[src/rtl/alu_pkg.sv]
// rtl/alu_pkg.sv - shared op encodings, flag struct and chunk-width helper for the add/sub pipeline
//
// Contents:
//   OP_ADD / OP_SUB  encoding of the sub input (0 = add, 1 = subtract)
//   flags_t          packed {z, v, n} result flags
//   chunk_width()    carry-chunk width WIDTH/STAGES, or 0 when the pair is illegal
package alu_pkg;

  localparam logic OP_ADD = 1'b0;
  localparam logic OP_SUB = 1'b1;

  typedef struct packed {
    logic z;
    logic v;
    logic n;
  } flags_t;

  // Returns 0 for an illegal WIDTH/STAGES pair so the top can stop elaboration.
  function automatic int chunk_width(input int width, input int stages);
    if (stages < 1 || stages > 4 || width < stages || (width % stages) != 0)
      return 0;
    return width / stages;
  endfunction

endpackage

[src/rtl/addsub_chunk.sv]
// rtl/addsub_chunk.sv - one registered CW-bit adder slice of the add/sub pipeline
//
// Ports:
//   clk, rst_n        clock, asynchronous active-low reset
//   flush             clears the valid bit on the next edge (wins over load)
//   load              capture a+b+cin and mark the slice full
//   drain             contents move on this cycle; slice empties unless reloaded
//   a, b, cin         slice operands (b already inverted for subtract) and carry in
//   sum, cout, valid  registered slice sum, carry out and occupancy
module addsub_chunk #(
  parameter int CW = 16
) (
  input  logic          clk,
  input  logic          rst_n,
  input  logic          flush,
  input  logic          load,
  input  logic          drain,
  input  logic [CW-1:0] a,
  input  logic [CW-1:0] b,
  input  logic          cin,
  output logic [CW-1:0] sum,
  output logic          cout,
  output logic          valid
);

  logic [CW:0] total;

  assign total = {1'b0, a} + {1'b0, b} + {{CW{1'b0}}, cin};

  always_ff @(posedge clk or negedge rst_n) begin
    if (!rst_n) begin
      valid <= 1'b0;
      sum   <= '0;
      cout  <= 1'b0;
    end else begin
      if (flush)
        valid <= 1'b0;
      else if (load)
        valid <= 1'b1;
      else if (drain)
        valid <= 1'b0;

      if (load) begin
        sum  <= total[CW-1:0];
        cout <= total[CW];
      end
    end
  end

endmodule

[src/rtl/addsub_pipe.sv]
// rtl/addsub_pipe.sv - pipelined add/subtract unit with Z/V/N flags and signed/unsigned mode
//
// Optional feature macro: ADDSUB_PIPE_SAT_EN (adds the sat port and result clamping).
//
// Parameters: WIDTH operand width (divisible by STAGES), STAGES pipeline depth 1..4.
// Ports:
//   clk, rst_n          clock, asynchronous active-low reset
//   flush               synchronous discard of every in-flight beat
//   in_valid, in_ready  operand handshake
//   a, b, sub, sign     operands, 1 = subtract, 1 = signed flag rules
//   sat                 clamp on overflow (ADDSUB_PIPE_SAT_EN only)
//   out_valid, out_ready result handshake
//   dout, z, v, n       result and zero/overflow/negative flags
module addsub_pipe
  import alu_pkg::*;
#(
  parameter int WIDTH  = 32,
  parameter int STAGES = 2
) (
  input  logic             clk,
  input  logic             rst_n,
  input  logic             flush,
  input  logic             in_valid,
  output logic             in_ready,
  input  logic [WIDTH-1:0] a,
  input  logic [WIDTH-1:0] b,
  input  logic             sub,
  input  logic             sign,
`ifdef ADDSUB_PIPE_SAT_EN
  input  logic             sat,
`endif
  output logic             out_valid,
  input  logic             out_ready,
  output logic [WIDTH-1:0] dout,
  output logic             z,
  output logic             v,
  output logic             n
);

  localparam int CW = chunk_width(WIDTH, STAGES);
  localparam int LS = STAGES - 1;

  if (CW == 0) begin : g_bad_cfg
    $error("addsub_pipe: STAGES must be 1..4 and divide WIDTH");
  end

  logic [STAGES-1:0] vld, adv, ld, cin, cout_q;
  logic [CW-1:0]     ca [STAGES];
  logic [CW-1:0]     cb [STAGES];
  logic [CW-1:0]     sum_q [STAGES];

  // Per-stage side registers: operands for the chunks still to come,
  // result chunks already produced, and the beat's own mode bits.
  logic [STAGES-1:0][WIDTH-1:0] a_q, b_q, lo_q, word;
  logic [STAGES-1:0]            sub_q, sign_q;
`ifdef ADDSUB_PIPE_SAT_EN
  logic [STAGES-1:0]            sat_q;
`endif

  // Handshake: a stage advances when it is full and the next one is empty or
  // advancing too; the last stage advances on out_ready.
  always_comb begin
    adv = '0;
    ld  = '0;
    adv[LS] = vld[LS] & out_ready;
    for (int k = STAGES - 2; k >= 0; k--)
      adv[k] = vld[k] & (~vld[k+1] | adv[k+1]);
    ld[0] = in_valid & (~vld[0] | adv[0]) & ~flush;
    for (int k = 1; k < STAGES; k++)
      ld[k] = adv[k-1];
  end

  assign in_ready  = ~vld[0] | adv[0];
  assign out_valid = vld[LS];

  for (genvar k = 0; k < STAGES; k++) begin : g_stage
    if (k == 0) begin : g_first
      // Subtract is A + ~B + 1: invert B and inject the +1 as carry in.
      assign ca[k]  = a[k*CW +: CW];
      assign cb[k]  = b[k*CW +: CW] ^ {CW{sub == OP_SUB}};
      assign cin[k] = (sub == OP_SUB);
    end else begin : g_next
      assign ca[k]  = a_q[k-1][k*CW +: CW];
      assign cb[k]  = b_q[k-1][k*CW +: CW] ^ {CW{sub_q[k-1] == OP_SUB}};
      assign cin[k] = cout_q[k-1];
    end

    addsub_chunk #(.CW(CW)) u_chunk (
      .clk   (clk),
      .rst_n (rst_n),
      .flush (flush),
      .load  (ld[k]),
      .drain (adv[k]),
      .a     (ca[k]),
      .b     (cb[k]),
      .cin   (cin[k]),
      .sum   (sum_q[k]),
      .cout  (cout_q[k]),
      .valid (vld[k])
    );
  end

  // Result word seen at each stage: lower chunks from the side register with
  // this stage's freshly registered chunk dropped into place.
  always_comb begin
    word = lo_q;
    for (int k = 0; k < STAGES; k++)
      word[k][k*CW +: CW] = sum_q[k];
  end

  always_ff @(posedge clk or negedge rst_n) begin
    if (!rst_n) begin
      a_q    <= '0;
      b_q    <= '0;
      lo_q   <= '0;
      sub_q  <= '0;
      sign_q <= '0;
`ifdef ADDSUB_PIPE_SAT_EN
      sat_q  <= '0;
`endif
    end else begin
      if (ld[0]) begin
        a_q[0]    <= a;
        b_q[0]    <= b;
        lo_q[0]   <= '0;
        sub_q[0]  <= sub;
        sign_q[0] <= sign;
`ifdef ADDSUB_PIPE_SAT_EN
        sat_q[0]  <= sat;
`endif
      end
      for (int k = 1; k < STAGES; k++) begin
        if (ld[k]) begin
          a_q[k]    <= a_q[k-1];
          b_q[k]    <= b_q[k-1];
          lo_q[k]   <= word[k-1];
          sub_q[k]  <= sub_q[k-1];
          sign_q[k] <= sign_q[k-1];
`ifdef ADDSUB_PIPE_SAT_EN
          sat_q[k]  <= sat_q[k-1];
`endif
        end
      end
    end
  end

  // Only parts of the side registers feed later logic.
  logic unused_bits;
  assign unused_bits = ^{a_q, b_q, lo_q};

  // Flags from the last stage, forced low while it holds no beat.
  logic [WIDTH-1:0] res;
  logic             c, a_msb, b_msb, r_msb, s_ovf, is_sub;
  flags_t           fl;

  assign res    = word[LS];
  assign is_sub = (sub_q[LS] == OP_SUB);
  // Chunk carry out is inverted on subtract: bit WIDTH of the extended sum is the borrow.
  assign c      = is_sub ? ~cout_q[LS] : cout_q[LS];
  assign a_msb  = a_q[LS][WIDTH-1];
  assign b_msb  = b_q[LS][WIDTH-1];
  assign r_msb  = res[WIDTH-1];
  assign s_ovf  = (is_sub ? (a_msb != b_msb) : (a_msb == b_msb)) & (r_msb != a_msb);

  always_comb begin
    fl = '0;
    if (vld[LS]) begin
      fl.z = (res == '0) & ~c;
      if (sign_q[LS]) begin
        fl.v = s_ovf;
        fl.n = r_msb ^ s_ovf;
      end else begin
        fl.v = c;
        fl.n = is_sub & c;
      end
    end
  end

  assign z = fl.z;
  assign v = fl.v;
  assign n = fl.n;

`ifdef ADDSUB_PIPE_SAT_EN
  // Flags stay those of the wrapped sum; only dout is clamped.
  always_comb begin
    dout = res;
    if (sat_q[LS] & fl.v) begin
      if (sign_q[LS])
        dout = fl.n ? {1'b1, {(WIDTH-1){1'b0}}} : {1'b0, {(WIDTH-1){1'b1}}};
      else
        dout = is_sub ? '0 : '1;
    end
  end
`else
  assign dout = res;
`endif

endmodule

[config.mk]
export PLATFORM = sky130hd
export DESIGN_NAME = addsub_pipe
export DESIGN_NICKNAME = d
export VERILOG_FILES = /design/src/rtl/alu_pkg.sv /design/src/rtl/addsub_chunk.sv /design/src/rtl/addsub_pipe.sv
export SDC_FILE = /design/constraint.sdc
export NUM_CORES = 1
export LEC_CHECK = 0
export ABC_CLOCK_PERIOD_IN_PS = 3900
export CAP_MARGIN = 20
export CORE_ASPECT_RATIO = 0.8
export CORE_UTILIZATION = 30
export DETAILED_ROUTE_END_ITERATION = 6
export SLEW_MARGIN = 5
export SYNTH_ARGS = -nofsm -noshare
export SYNTH_HDL_FRONTEND = slang
export SYNTH_SLANG_ARGS = --single-unit
[constraint.sdc]
create_clock -name clk -period 3.9 [get_ports clk]
set_input_delay 0.585 -clock clk [delete_from_list [all_inputs] [get_ports clk]]
set_output_delay 0.585 -clock clk [all_outputs]
set_load 0.1 [all_outputs]
==> impl_metrics.ini <==
[placement]
hpwl_mm = 10.24
port_buffers = 107
place_area_mm2 = 0.006664
place.gp.congestion = 0.8583

[clock_tree]
cts_buffers = 9
postCtsHoldBufs = 0
post_cts_buffers = 0
cts_tree = done
cts_sinks = 90
clk_transition_reported_paths_ns = 0.06
clock_latency_ns = 0.35
cts_root_buf = clkbuf_16
cts.path.max_buffers = 2
cts_resized = 0
htreeDepth = 3

[timing]
tightest_slew_ns = 1.041
hold_viol = 0
finalSetupViolCount = 0
fmaxAchievable_mhz = 326.5
final.min_clock_period_ns = 3.063
finClkSkew_ns = 0.01113
whs_ns = 0.2158
finalCritPeriodShare_pct = 78.55
finalSetupTns_ns = 0
slew_violations = 0
rsz0062_at_grt = no
relSlewSlack_pct = 30.40

[routing]
wl_mm = 13.47
via_per_inst = 4.627
drc_errors = 0
ant_nets = 0
vias = 4386
wl_per_cell_um = 14.21
dr.pass1.iters = 6
drt-initial-drc-count = 255

[floorplan]
initial_utilization_pct = 30.79
dieArea_mm2 = 0.01843
die_height_um = 121.6
die_x_um = 151.5
core_mm2 = 0.01743
fp-row-count = 43
boundaryPins = 108

[global_route]
overflow = 0
track_usage_pct = 15.37
grt_pass1_vias = 4249
antenna_found_initial = 0
grt_pass1_wl_mm = 21.85
grt_max_degree = 76

[worst_setup_path]
cpMostUsedCell = xor2_1
path_max_fanout = 11
critical_path_class = input port to flip-flop
reg2reg_slack_ns = 1.06
reg2reg_depth = 10
crit_family = buffers and inverters
critPathBufInv = 2
arrival_ns = 3.28
endpoint_kind = flip-flop
critPathLaunchType = input port
r2r-end = g_stage[1].u_chunk.cout
cp_cell_sequence = clkdlybuf4s50_1, buf_4, xor2_1, ha_1, a21oi_1, o21bai_1, a221o_2, a31oi_1, xor2_1, o21ai_0
cp.required_ns = 4.12
crit_path_max_incr_delay_ns = 0.84
worstReg2RegStart = sub_q[0]
worst_path_max_delay_cell = clkdlybuf4s50_1

[power]
ir_worst_vdd_v = 0.0002848
p_leak_nw = 3.281
power_mw = 4.396
p_per_area_mw_per_mm2 = 632.4

[job]
max-cap-violations = 0

[finish]
regArea_mm2 = 0.002252
drive_gt1_share_pct = 5.809
postLayoutCoreUtil_pct = 39.88
fin_nets = 826
areaGrowthSynthToFinish_pct = 29.54
design_area_mm2 = 0.006952
multiInputGateArea_mm2 = 0.002953
fillers = 1792
antennaDiodeCount = 0

[synthesis]
synth-async-reset-ratio_pct = 100.0
syn-num-nets = 725
synth_top_area_share_pct = 41.97
synth_seq_cells = 90
synth_area_leader_cell = dfrtp_1
netlist_area_mm2 = 0.005366
synth_area_leaders = dfrtp_1 (42%), nand2_1 (14%), ha_1 (7.2%), xor2_1 (6.4%), o21ai_0 (3.2%)
synth.avg_cell_area_um2 = 8.655
synthFlopType = dfrtp_1
synth.distinct_cells = 59
seq_area_frac_synth_pct = 41.97
synth_edf_count = 0
yosysWarnings = 0
synthCells = 620

[min_path]
hp-class = input port to asynchronous set/reset pin

[run_status]
run_status = complete, no violations
==> cell type report <==
class,count,area share [%]
Clock buffer,11,3.636
Clock inverter,2,0.2160
Inverter,13,0.7019
Multi-Input combinational cell,490,42.48
Sequential cell,90,32.40
Tap cell,225,4.050
Timing Repair Buffer,117,16.52
==> worst register-to-register path, cell delays in order, from the launching register on <==
cell and delay, ns:
dfrtp_1 0.36, buf_4 0.30, xor2_1 0.24, inv_1 0.09, fa_1 0.43, nor2b_1 0.20, o31ai_2 0.11, a32oi_2 0.30
a21boi_1 0.17, o311ai_0 0.33, a21boi_0 0.23
==> cell families (layout without fill, tap and decap cells) <==
group | count (synthesis) | after routing | share of synthesized area, %
DFF | 90 | 90 | 41.97
muxes | 2 | 2 | 0.3964
buffers and inverters | 40 | 143 | 3.171
xor gates and xnor gates | 48 | 48 | 7.834
adders and majority gates | 34 | 34 | 8.347
AOI/OAI and AO/OA | 130 | 130 | 16.11
and+or+nand+nor | 276 | 276 | 22.17
==> power by group <==
group | switching (mW) | internal (mW) | total (mW)
combinational | 1.56 | 0.685 | 2.24
sequential | 0.195 | 1.16 | 1.35
clock | 0.344 | 0.456 | 0.799
total | 2.10 | 2.30 | 4.40
==> cell usage in the layout, fill, tap and decap left out, types with 3 or more instances in the layout <==
cell | Yosys | final
nor3b_1 | 3 | 3
nor2b_1 | 4 | 4
a211oi_1 | 6 | 6
nor3_1 | 10 | 10
nand2_1 | 207 | 207
nand2b_1 | 8 | 7
o31ai_1 | 11 | 11
o21ai_0 | 34 | 34
a21o_1 | 13 | 13
dfrtp_1 | 90 | 90
o211ai_1 | 4 | 4
nand4_1 | 3 | 3
o21a_1 | 8 | 8
ha_1 | 31 | 31
clkbuf_16 | 0 | 9
or3_1 | 3 | 3
xor2_1 | 39 | 39
buf_4 | 1 | 13
a21oi_1 | 26 | 26
a31oi_1 | 4 | 4
inv_1 | 13 | 13
a21boi_0 | 4 | 4
nor4_1 | 7 | 6
nor2_1 | 15 | 15
xnor2_1 | 9 | 9
fa_1 | 3 | 3
nand3_1 | 4 | 4
clkdlybuf4s50_1 | 0 | 103
==> worst max-delay path by stage <==
stage,cells after the start,endpoint,startpoint
2_1_floorplan,5,z,g_stage[1].u_chunk.sum[10]
3_3_place_gp,10,g_stage[0].u_chunk.sum[13],sub
3_5_place_dp,10,g_stage[0].u_chunk.sum[13],sub
4_1_cts,10,g_stage[0].u_chunk.sum[13],sub
5_1_grt,10,g_stage[0].u_chunk.sum[14],sub
6_report,10,g_stage[0].u_chunk.sum[13],sub
==> per-layer routing <==
layer  wire length (µm)  vias up  GRT usage [%]
met1               7128     1973          22.77
li1                   -     2309              -
met2               5606       93          22.12
met4                148        0          4.455
met3                584       11          3.446
met5                  0        -              0
==> flip-flops by register name, summed over array words and instances (netlist names) <==
signal and flops:
b_msb 1, g_stage.u_chunk.sum 32, sign_q 2, a_msb 1, g_stage.u_chunk.valid 2, a_q 16
sub_q 2, dout 16, g_stage.u_chunk.cout 2, b_q 16
==> per-stage QoR <==
step,instances,setup slack [ns]
finish,948,0.8367
CTS,947,0.8112
global placement,934,0.4870
global route,948,0.5939
detailed placement,934,0.4423
floorplan,620,0.2054
==> cells in the mapped netlist (4+ instances only) <==
| cell type | count |
|---|---|
| a211oi_1 | 6 |
| a21boi_0 | 4 |
| a21o_1 | 13 |
| a21oi_1 | 26 |
| a31oi_1 | 4 |
| buf_2 | 7 |
| clkbuf_1 | 17 |
| dfrtp_1 | 90 |
| ha_1 | 31 |
| inv_1 | 13 |
| nand2_1 | 207 |
| nand2b_1 | 8 |
| nand3_1 | 4 |
| nor2_1 | 15 |
| nor2b_1 | 4 |
| nor3_1 | 10 |
| nor4_1 | 7 |
| o211ai_1 | 4 |
| o21a_1 | 8 |
| o21ai_0 | 34 |
| o31ai_1 | 11 |
| xnor2_1 | 9 |
| xor2_1 | 39 |
Power figures use the tool's default switching activity.
